--- src/rtl/alu_pkg.sv ---
// Shared definitions for the ALU issue stage: function codes, flag positions, FSM states.
package alu_pkg;

  localparam int ALU_WIDTH = 8;
  localparam int ALU_NREGS = 4;

  localparam logic [3:0] FS_ADD = 4'b0100;
  localparam logic [3:0] FS_SUB = 4'b0101;
  localparam logic [3:0] FS_CMP = 4'b0110;
  localparam logic [3:0] FS_AND = 4'b0111;
  localparam logic [3:0] FS_OR  = 4'b1000;
  localparam logic [3:0] FS_XOR = 4'b1010;
  localparam logic [3:0] FS_LSL = 4'b1011;
  localparam logic [3:0] FS_LSR = 4'b1100;
  localparam logic [3:0] FS_ASL = 4'b1101;
  localparam logic [3:0] FS_ASR = 4'b1110;
  localparam logic [3:0] FS_CSR = 4'b1111;

  localparam int FLAG_Z = 3;
  localparam int FLAG_C = 2;
  localparam int FLAG_N = 1;
  localparam int FLAG_O = 0;

  typedef enum logic [1:0] {
    ST_IDLE = 2'd0,
    ST_EXEC = 2'd1,
    ST_WB   = 2'd2
  } state_t;

  // Compare only sets flags; every other code, defined or not, writes rd.
  function automatic logic wb_enable(input logic [3:0] funsel);
    return funsel != FS_CMP;
  endfunction

endpackage

--- src/rtl/alu_issue_stage_if.sv ---
// Instruction handshake plus the ALU drive/sample bus; slave is the issue stage's view.
interface alu_issue_stage_if #(
  parameter int WIDTH = 8,
  parameter int NREGS = 4
);
  localparam int AW = $clog2(NREGS);

  logic             in_valid;
  logic             in_ready;
  logic [3:0]       in_funsel;
  logic [AW-1:0]    in_rd;
  logic [AW-1:0]    in_rs1;
  logic [AW-1:0]    in_rs2;

  logic [WIDTH-1:0] alu_a;
  logic [WIDTH-1:0] alu_b;
  logic [3:0]       alu_funsel;
  logic [WIDTH-1:0] alu_out;
  logic [3:0]       alu_flags;

  modport master (
    output in_valid, in_funsel, in_rd, in_rs1, in_rs2,
    input  in_ready,
    input  alu_a, alu_b, alu_funsel,
    output alu_out, alu_flags
  );

  modport slave (
    input  in_valid, in_funsel, in_rd, in_rs1, in_rs2,
    output in_ready,
    output alu_a, alu_b, alu_funsel,
    input  alu_out, alu_flags
  );

endinterface

--- src/rtl/operand_regfile.sv ---
// NREGS x WIDTH operand registers: two operand read ports, one debug read port, one shared write port.
// Writeback wins over the external load; the issue FSM never asserts both in the same cycle.
module operand_regfile #(
  parameter int WIDTH = 8,
  parameter int NREGS = 4,
  parameter int AW    = $clog2(NREGS)
) (
  input  logic             clk,
  input  logic             rst_n,
  input  logic             ld_we,
  input  logic [AW-1:0]    ld_addr,
  input  logic [WIDTH-1:0] ld_data,
  input  logic             wb_we,
  input  logic [AW-1:0]    wb_addr,
  input  logic [WIDTH-1:0] wb_data,
  input  logic [AW-1:0]    raddr_a,
  output logic [WIDTH-1:0] rdata_a,
  input  logic [AW-1:0]    raddr_b,
  output logic [WIDTH-1:0] rdata_b,
  input  logic [AW-1:0]    raddr_dbg,
  output logic [WIDTH-1:0] rdata_dbg
);

  logic [WIDTH-1:0] mem [NREGS];
  logic             we;
  logic [AW-1:0]    waddr;
  logic [WIDTH-1:0] wdata;

  always_comb begin
    we    = wb_we | ld_we;
    waddr = ld_addr;
    wdata = ld_data;
    if (wb_we) begin
      waddr = wb_addr;
      wdata = wb_data;
    end
  end

  always_ff @(posedge clk or negedge rst_n) begin
    if (!rst_n) begin
      for (int i = 0; i < NREGS; i++) begin
        mem[i] <= '0;
      end
    end else if (we) begin
      mem[waddr] <= wdata;
    end
  end

  assign rdata_a   = mem[raddr_a];
  assign rdata_b   = mem[raddr_b];
  assign rdata_dbg = mem[raddr_dbg];

endmodule

--- src/rtl/alu_issue_stage.sv ---
// Feeds an external ALU from a small register file: accept, EXEC, WB; done pulses 3 edges after accept.
// in_ready is high only in IDLE, so one instruction is in flight at a time.
module alu_issue_stage
  import alu_pkg::*;
#(
  parameter int WIDTH = ALU_WIDTH,
  parameter int NREGS = ALU_NREGS
) (
  input  logic                     clk,
  input  logic                     rst_n,
  alu_issue_stage_if.slave         bus,
  input  logic                     ld_en,
  input  logic [$clog2(NREGS)-1:0] ld_addr,
  input  logic [WIDTH-1:0]         ld_data,
  output logic                     done,
  output logic [WIDTH-1:0]         result,
  output logic [3:0]               flags,
  output logic [WIDTH-1:0]         rd_data
);

  localparam int AW = $clog2(NREGS);

  state_t           state_q;
  state_t           state_d;
  logic             accept;
  logic             ld_we;
  logic             wb_we;
  logic             in_wb;

  logic [WIDTH-1:0] a_q;
  logic [WIDTH-1:0] b_q;
  logic [3:0]       funsel_q;
  logic [AW-1:0]    rd_q;
  logic             wb_en_q;

  logic [WIDTH-1:0] op_a;
  logic [WIDTH-1:0] op_b;

  always_comb begin
    state_d      = state_q;
    accept       = 1'b0;
    bus.in_ready = 1'b0;
    case (state_q)
      ST_IDLE: begin
        bus.in_ready = 1'b1;
        if (bus.in_valid) begin
          accept  = 1'b1;
          state_d = ST_EXEC;
        end
      end
      ST_EXEC: state_d = ST_WB;
      ST_WB:   state_d = ST_IDLE;
      default: state_d = ST_IDLE;
    endcase
  end

  assign in_wb = (state_q == ST_WB);
  // Loads are only honoured while idle; a load on the accept edge lands after the operand read.
  assign ld_we = ld_en && (state_q == ST_IDLE);
  assign wb_we = in_wb && wb_en_q;

  always_ff @(posedge clk or negedge rst_n) begin
    if (!rst_n) begin
      state_q  <= ST_IDLE;
      a_q      <= '0;
      b_q      <= '0;
      funsel_q <= 4'b0000;
      rd_q     <= '0;
      wb_en_q  <= 1'b0;
      result   <= '0;
      flags    <= 4'b0000;
      done     <= 1'b0;
    end else begin
      state_q <= state_d;
      done    <= in_wb;
      if (accept) begin
        a_q      <= op_a;
        b_q      <= op_b;
        funsel_q <= bus.in_funsel;
        rd_q     <= bus.in_rd;
        wb_en_q  <= wb_enable(bus.in_funsel);
      end
      if (in_wb) begin
        result <= bus.alu_out;
        flags  <= bus.alu_flags;
      end
    end
  end

  assign bus.alu_a      = a_q;
  assign bus.alu_b      = b_q;
  assign bus.alu_funsel = funsel_q;

  operand_regfile #(
    .WIDTH (WIDTH),
    .NREGS (NREGS),
    .AW    (AW)
  ) u_regfile (
    .clk       (clk),
    .rst_n     (rst_n),
    .ld_we     (ld_we),
    .ld_addr   (ld_addr),
    .ld_data   (ld_data),
    .wb_we     (wb_we),
    .wb_addr   (rd_q),
    .wb_data   (bus.alu_out),
    .raddr_a   (bus.in_rs1),
    .rdata_a   (op_a),
    .raddr_b   (bus.in_rs2),
    .rdata_b   (op_b),
    .raddr_dbg (ld_addr),
    .rdata_dbg (rd_data)
  );

endmodule

--- src/flat_wrapper.sv ---
// flat-port wrapper written by rule: the top's interface ports become plain ports
module alu_issue_stage_flat import alu_pkg::*;
#(
  parameter int WIDTH = ALU_WIDTH,
  parameter int NREGS = ALU_NREGS
)
  (clk, rst_n, ld_en, ld_addr, ld_data, done, result, flags, rd_data, bus_in_valid, bus_in_funsel, bus_in_rd, bus_in_rs1, bus_in_rs2, bus_in_ready, bus_alu_a, bus_alu_b, bus_alu_funsel, bus_alu_out, bus_alu_flags);
  alu_issue_stage_if #(.WIDTH(WIDTH), .NREGS(NREGS)) bus_i ();
  input  logic clk;
  input  logic rst_n;
  input  logic ld_en;
  input  logic [$clog2(NREGS)-1:0] ld_addr;
  input  logic [WIDTH-1:0] ld_data;
  output logic done;
  output logic [WIDTH-1:0] result;
  output logic [3:0] flags;
  output logic [WIDTH-1:0] rd_data;
  input wire logic [$bits(bus_i.in_valid)-1:0] bus_in_valid;
  input wire logic [$bits(bus_i.in_funsel)-1:0] bus_in_funsel;
  input wire logic [$bits(bus_i.in_rd)-1:0] bus_in_rd;
  input wire logic [$bits(bus_i.in_rs1)-1:0] bus_in_rs1;
  input wire logic [$bits(bus_i.in_rs2)-1:0] bus_in_rs2;
  output wire logic [$bits(bus_i.in_ready)-1:0] bus_in_ready;
  output wire logic [$bits(bus_i.alu_a)-1:0] bus_alu_a;
  output wire logic [$bits(bus_i.alu_b)-1:0] bus_alu_b;
  output wire logic [$bits(bus_i.alu_funsel)-1:0] bus_alu_funsel;
  input wire logic [$bits(bus_i.alu_out)-1:0] bus_alu_out;
  input wire logic [$bits(bus_i.alu_flags)-1:0] bus_alu_flags;
  assign bus_i.in_valid = bus_in_valid;
  assign bus_i.in_funsel = bus_in_funsel;
  assign bus_i.in_rd = bus_in_rd;
  assign bus_i.in_rs1 = bus_in_rs1;
  assign bus_i.in_rs2 = bus_in_rs2;
  assign bus_in_ready = bus_i.in_ready;
  assign bus_alu_a = bus_i.alu_a;
  assign bus_alu_b = bus_i.alu_b;
  assign bus_alu_funsel = bus_i.alu_funsel;
  assign bus_i.alu_out = bus_alu_out;
  assign bus_i.alu_flags = bus_alu_flags;
  alu_issue_stage #(.WIDTH(WIDTH), .NREGS(NREGS)) u_core (.clk(clk), .rst_n(rst_n), .bus(bus_i), .ld_en(ld_en), .ld_addr(ld_addr), .ld_data(ld_data), .done(done), .result(result), .flags(flags), .rd_data(rd_data));
endmodule
--- config.mk ---
export PLATFORM = sky130hd
export DESIGN_NAME = alu_issue_stage_flat
export DESIGN_NICKNAME = d
export VERILOG_FILES = /design/src/rtl/alu_pkg.sv /design/src/rtl/alu_issue_stage_if.sv /design/src/rtl/operand_regfile.sv /design/src/rtl/alu_issue_stage.sv /design/src/flat_wrapper.sv
export SDC_FILE = /design/constraint.sdc
export NUM_CORES = 1
export LEC_CHECK = 0
export CAP_MARGIN = 20
export CELL_PAD_IN_SITES_DETAIL_PLACEMENT = 0
export CELL_PAD_IN_SITES_GLOBAL_PLACEMENT = 1
export CORE_MARGIN = 4
export CORE_UTILIZATION = 45
export DETAILED_ROUTE_END_ITERATION = 10
export GPL_TIMING_DRIVEN = 0
export PLACE_DENSITY_LB_ADDON = 0.2
export REMOVE_ABC_BUFFERS = 1
export SLEW_MARGIN = 20
export SYNTH_ARGS = -nofsm -noshare
export SYNTH_HDL_FRONTEND = slang
export SYNTH_HIERARCHICAL = 1
export SYNTH_SLANG_ARGS = --single-unit
--- constraint.sdc ---
create_clock -name clk -period 3.5 [get_ports clk]
set_input_delay 0.7 -clock clk [delete_from_list [all_inputs] [get_ports clk]]
set_output_delay 0.7 -clock clk [all_outputs]
set_load 0.005 [all_outputs]
==> flow_summary.json <==
{
  "cell_internal_pwr_mw": 2.381,
  "ant_nets": 0,
  "grtUsageTotal": 0.1742,
  "place_ws_ps": -32.70,
  "die_h_um": 94.93,
  "grt_start_max_net_pins": 58,
  "synth_flop_cell": "dfrtp_1",
  "power_mw": 3.269,
  "syn_inst": 201,
  "clk_pin_slew_ps": 70,
  "hold_path.class": "primary input to async pin",
  "worstSetupPathType": "primary input to primary output",
  "pin_count": 78,
  "finalHoldViolCount": 0,
  "p_leak_nw": 1.742,
  "clock-sinks": 70,
  "tns_ps": 0,
  "grt_pass1_wl_mm": 11.69,
  "cts.htree.levels": 3,
  "required_ps": 2800,
  "ys_types": 23,
  "vias": 2051,
  "cap_violations": 0,
  "grt_pass1_vias": 2206,
  "power_frac_seq": 0.438,
  "fmax_mhz": 305.0,
  "cts_tree": "done",
  "cellPowerDensity_mw_per_mm2": 738.8,
  "netlist_area_mm2": 0.003401,
  "drc": 0,
  "syn-mean-instance-area_um2": 16.92,
  "layout-drive-gt1-share": 0.4261,
  "rsz0062_at_grt": "false",
  "wl_mm": 7.067,
  "finalSetupViolations": 0,
  "ys_seq_elements": 70,
  "slew_headroom": 0.4545,
  "synth_top_area_cell": "dfrtp_1",
  "swShare": 0.2715,
  "cts_buffer_depth": 2,
  "rows": 31,
  "ir_worst_vdd_mv": 0.3975,
  "die_area_mm2": 0.009012,
  "crit_path_max_fanout": 12,
  "place_congestion": 0.7466,
  "first_pass_iters": 4,
  "tightestPinTransition_ps": 818.2,
  "grt.overflow.total": 0,
  "post-route-period-util": 0.9366,
  "p_switching_mw": 0.8873,
  "arrival_ps": 2580,
  "nets": 317,
  "finalWorstSetupSlack_ps": 221.8,
  "port_buffers": 77,
  "netlist_top_cells_count": "mux2_2 (73), dfrtp_1 (70), mux4_2 (24)",
  "core_area_mm2": 0.007292,
  "seq_area_mm2": 0.001752,
  "detail_route.wl_per_cell_um": 18.45,
  "start_kind": "primary input",
  "synth_seq_area_share": 0.5151,
  "chipWidth_um": 94.93,
  "power_frac_comb": 0.397,
  "syn_to_final_growth_pct": 30.10,
  "numCtsBuffers": 9,
  "ys_async_sr_fraction": 1.000,
  "clock_latency_ps": 330,
  "dpl.hpwl_mm": 5.016,
  "multi_input_area_mm2": 0.001565,
  "cts_setup_buffers": 0,
  "yosysMostFrequentCell": "mux2_2",
  "critPathCaptureType": "primary output",
  "fin_skew_ps": 8.160,
  "netlist_top_cells_area": "dfrtp_1 (52%), mux2_2 (24%), mux4_2 (16%)",
  "first_iter_violations": 55,
  "fillers": 603,
  "netlist.area_leader.share": 0.5151,
  "synth_edf_count": 0,
  "fin_crit_ps": 3278,
  "avgViaCountPerCell": 5.355,
  "final_max_slew_viol_count": 0,
  "antenna_found_initial": 0,
  "power_frac_clock": 0.165,
  "cts_root_buf": "clkbuf_8",
  "initial_core_util": 0.4664,
  "yosys_warnings": 6,
  "diodes": 0,
  "outcome": "complete, no violations"
}
-- routing by layer --
layer,global-route usage,share of wire,wire length (µm),vias to the layer above
met4,0.05409,0.013,93,0
met5,0,0,0,-
met3,0.03825,0.048,336,10
li1,-,-,-,923
met2,0.2860,0.50,3558,54
met1,0.2315,0.44,3079,1064
-- layout make-up --
type                            count  share of cell area
Timing Repair Buffer               80              0.1855
Clock inverter                      2            0.002262
Sequential cell                    70              0.3959
Clock buffer                       12             0.03281
Multi-Input combinational cell    118              0.3538
Tap cell                           99             0.02800
Inverter                            2            0.001697
-- per-stage QoR --
step           cell area, µm²  std cells  hold slack [ps]    util
6_report                 4424        383            214.1  0.6067
5_1_grt                  4424        383            216.7  0.6067
4_1_cts                  4424        383            210.6  0.6067
3_5_place_dp             4270        369            494.1  0.5856
3_3_place_gp             4217        366            488.8  0.5782
2_1_floorplan            3322        190            404.4       -
-- sequential cells by signal (all words and copies together) (netlist names) --
register and cells:
u_core/bus.alu_a 8, u_core/bus.alu_b 8, u_core/bus.alu_funsel 4, u_core/done 1
u_core/flags 4, u_core/rd_q 2, u_core/result 8, u_core/state_q 2
u_core/u_regfile/mem 32, u_core/wb_en_q 1
-- worst max-delay path, stage by stage --
cell,delay [ps]
clkdlybuf4s50_1,980
mux4_2,410
clkdlybuf4s50_1,470
-- what timing repair did --
action	CTS	global route
setup endpoints to repair	8	0
hold buffers	0	0
gates resized for setup	1	0
-- cell usage in the layout (no fill, tap or decap), types with 2 or more instances in the layout --
cell              n
clkdlybuf4s50_1  75
mux2_2           73
dfrtp_1          70
mux4_2           24
clkbuf_8         10
clkbuf_1          2
clkinv_2          2
nor2_1            2
inv_1             2
nand3b_1          2
o21ai_2           2
nand3_1           2
nand2_1           2
-- worst paths after layout --
kind	cells after the start	slack, ps	from	endpoint
worst max-delay path	3	220	ld_addr[1]	rd_data[1]
worst min-delay path	1	210	rst_n	u_core/bus.alu_a[0]
worst max register to register	6	940	u_core/state_q[0]	u_core/u_regfile/mem[24]
worst min register to register	1	510	u_core/bus.alu_b[5]	u_core/bus.alu_b[5]
max in group asynchronous	2	2750	rst_n	u_core/u_regfile/mem[4]
min in group clk	1	510	u_core/bus.alu_b[5]	u_core/bus.alu_b[5]
-- power groups by stage --
stage / sequential (mW) / combinational, mW / clock (mW)
6_report: 1.43 / 1.30 / 0.540
3_5_place_dp: 1.45 / 1.32 / 0
4_1_cts: 1.44 / 1.32 / 0.561
2_1_floorplan: 1.40 / 0.682 / 0
3_3_place_gp: 1.43 / 1.28 / 0
5_1_grt: 1.49 / 1.41 / 0.590
-- cell families after synthesis --
kind of cell    Yosys count  synth area share
buf+inv                  13           0.02539
mux                      99            0.4069
flops                    70            0.5151
simple gates             15           0.03459
compound gates            4           0.01803
Note: power is estimated with default switching activity, not from simulation.
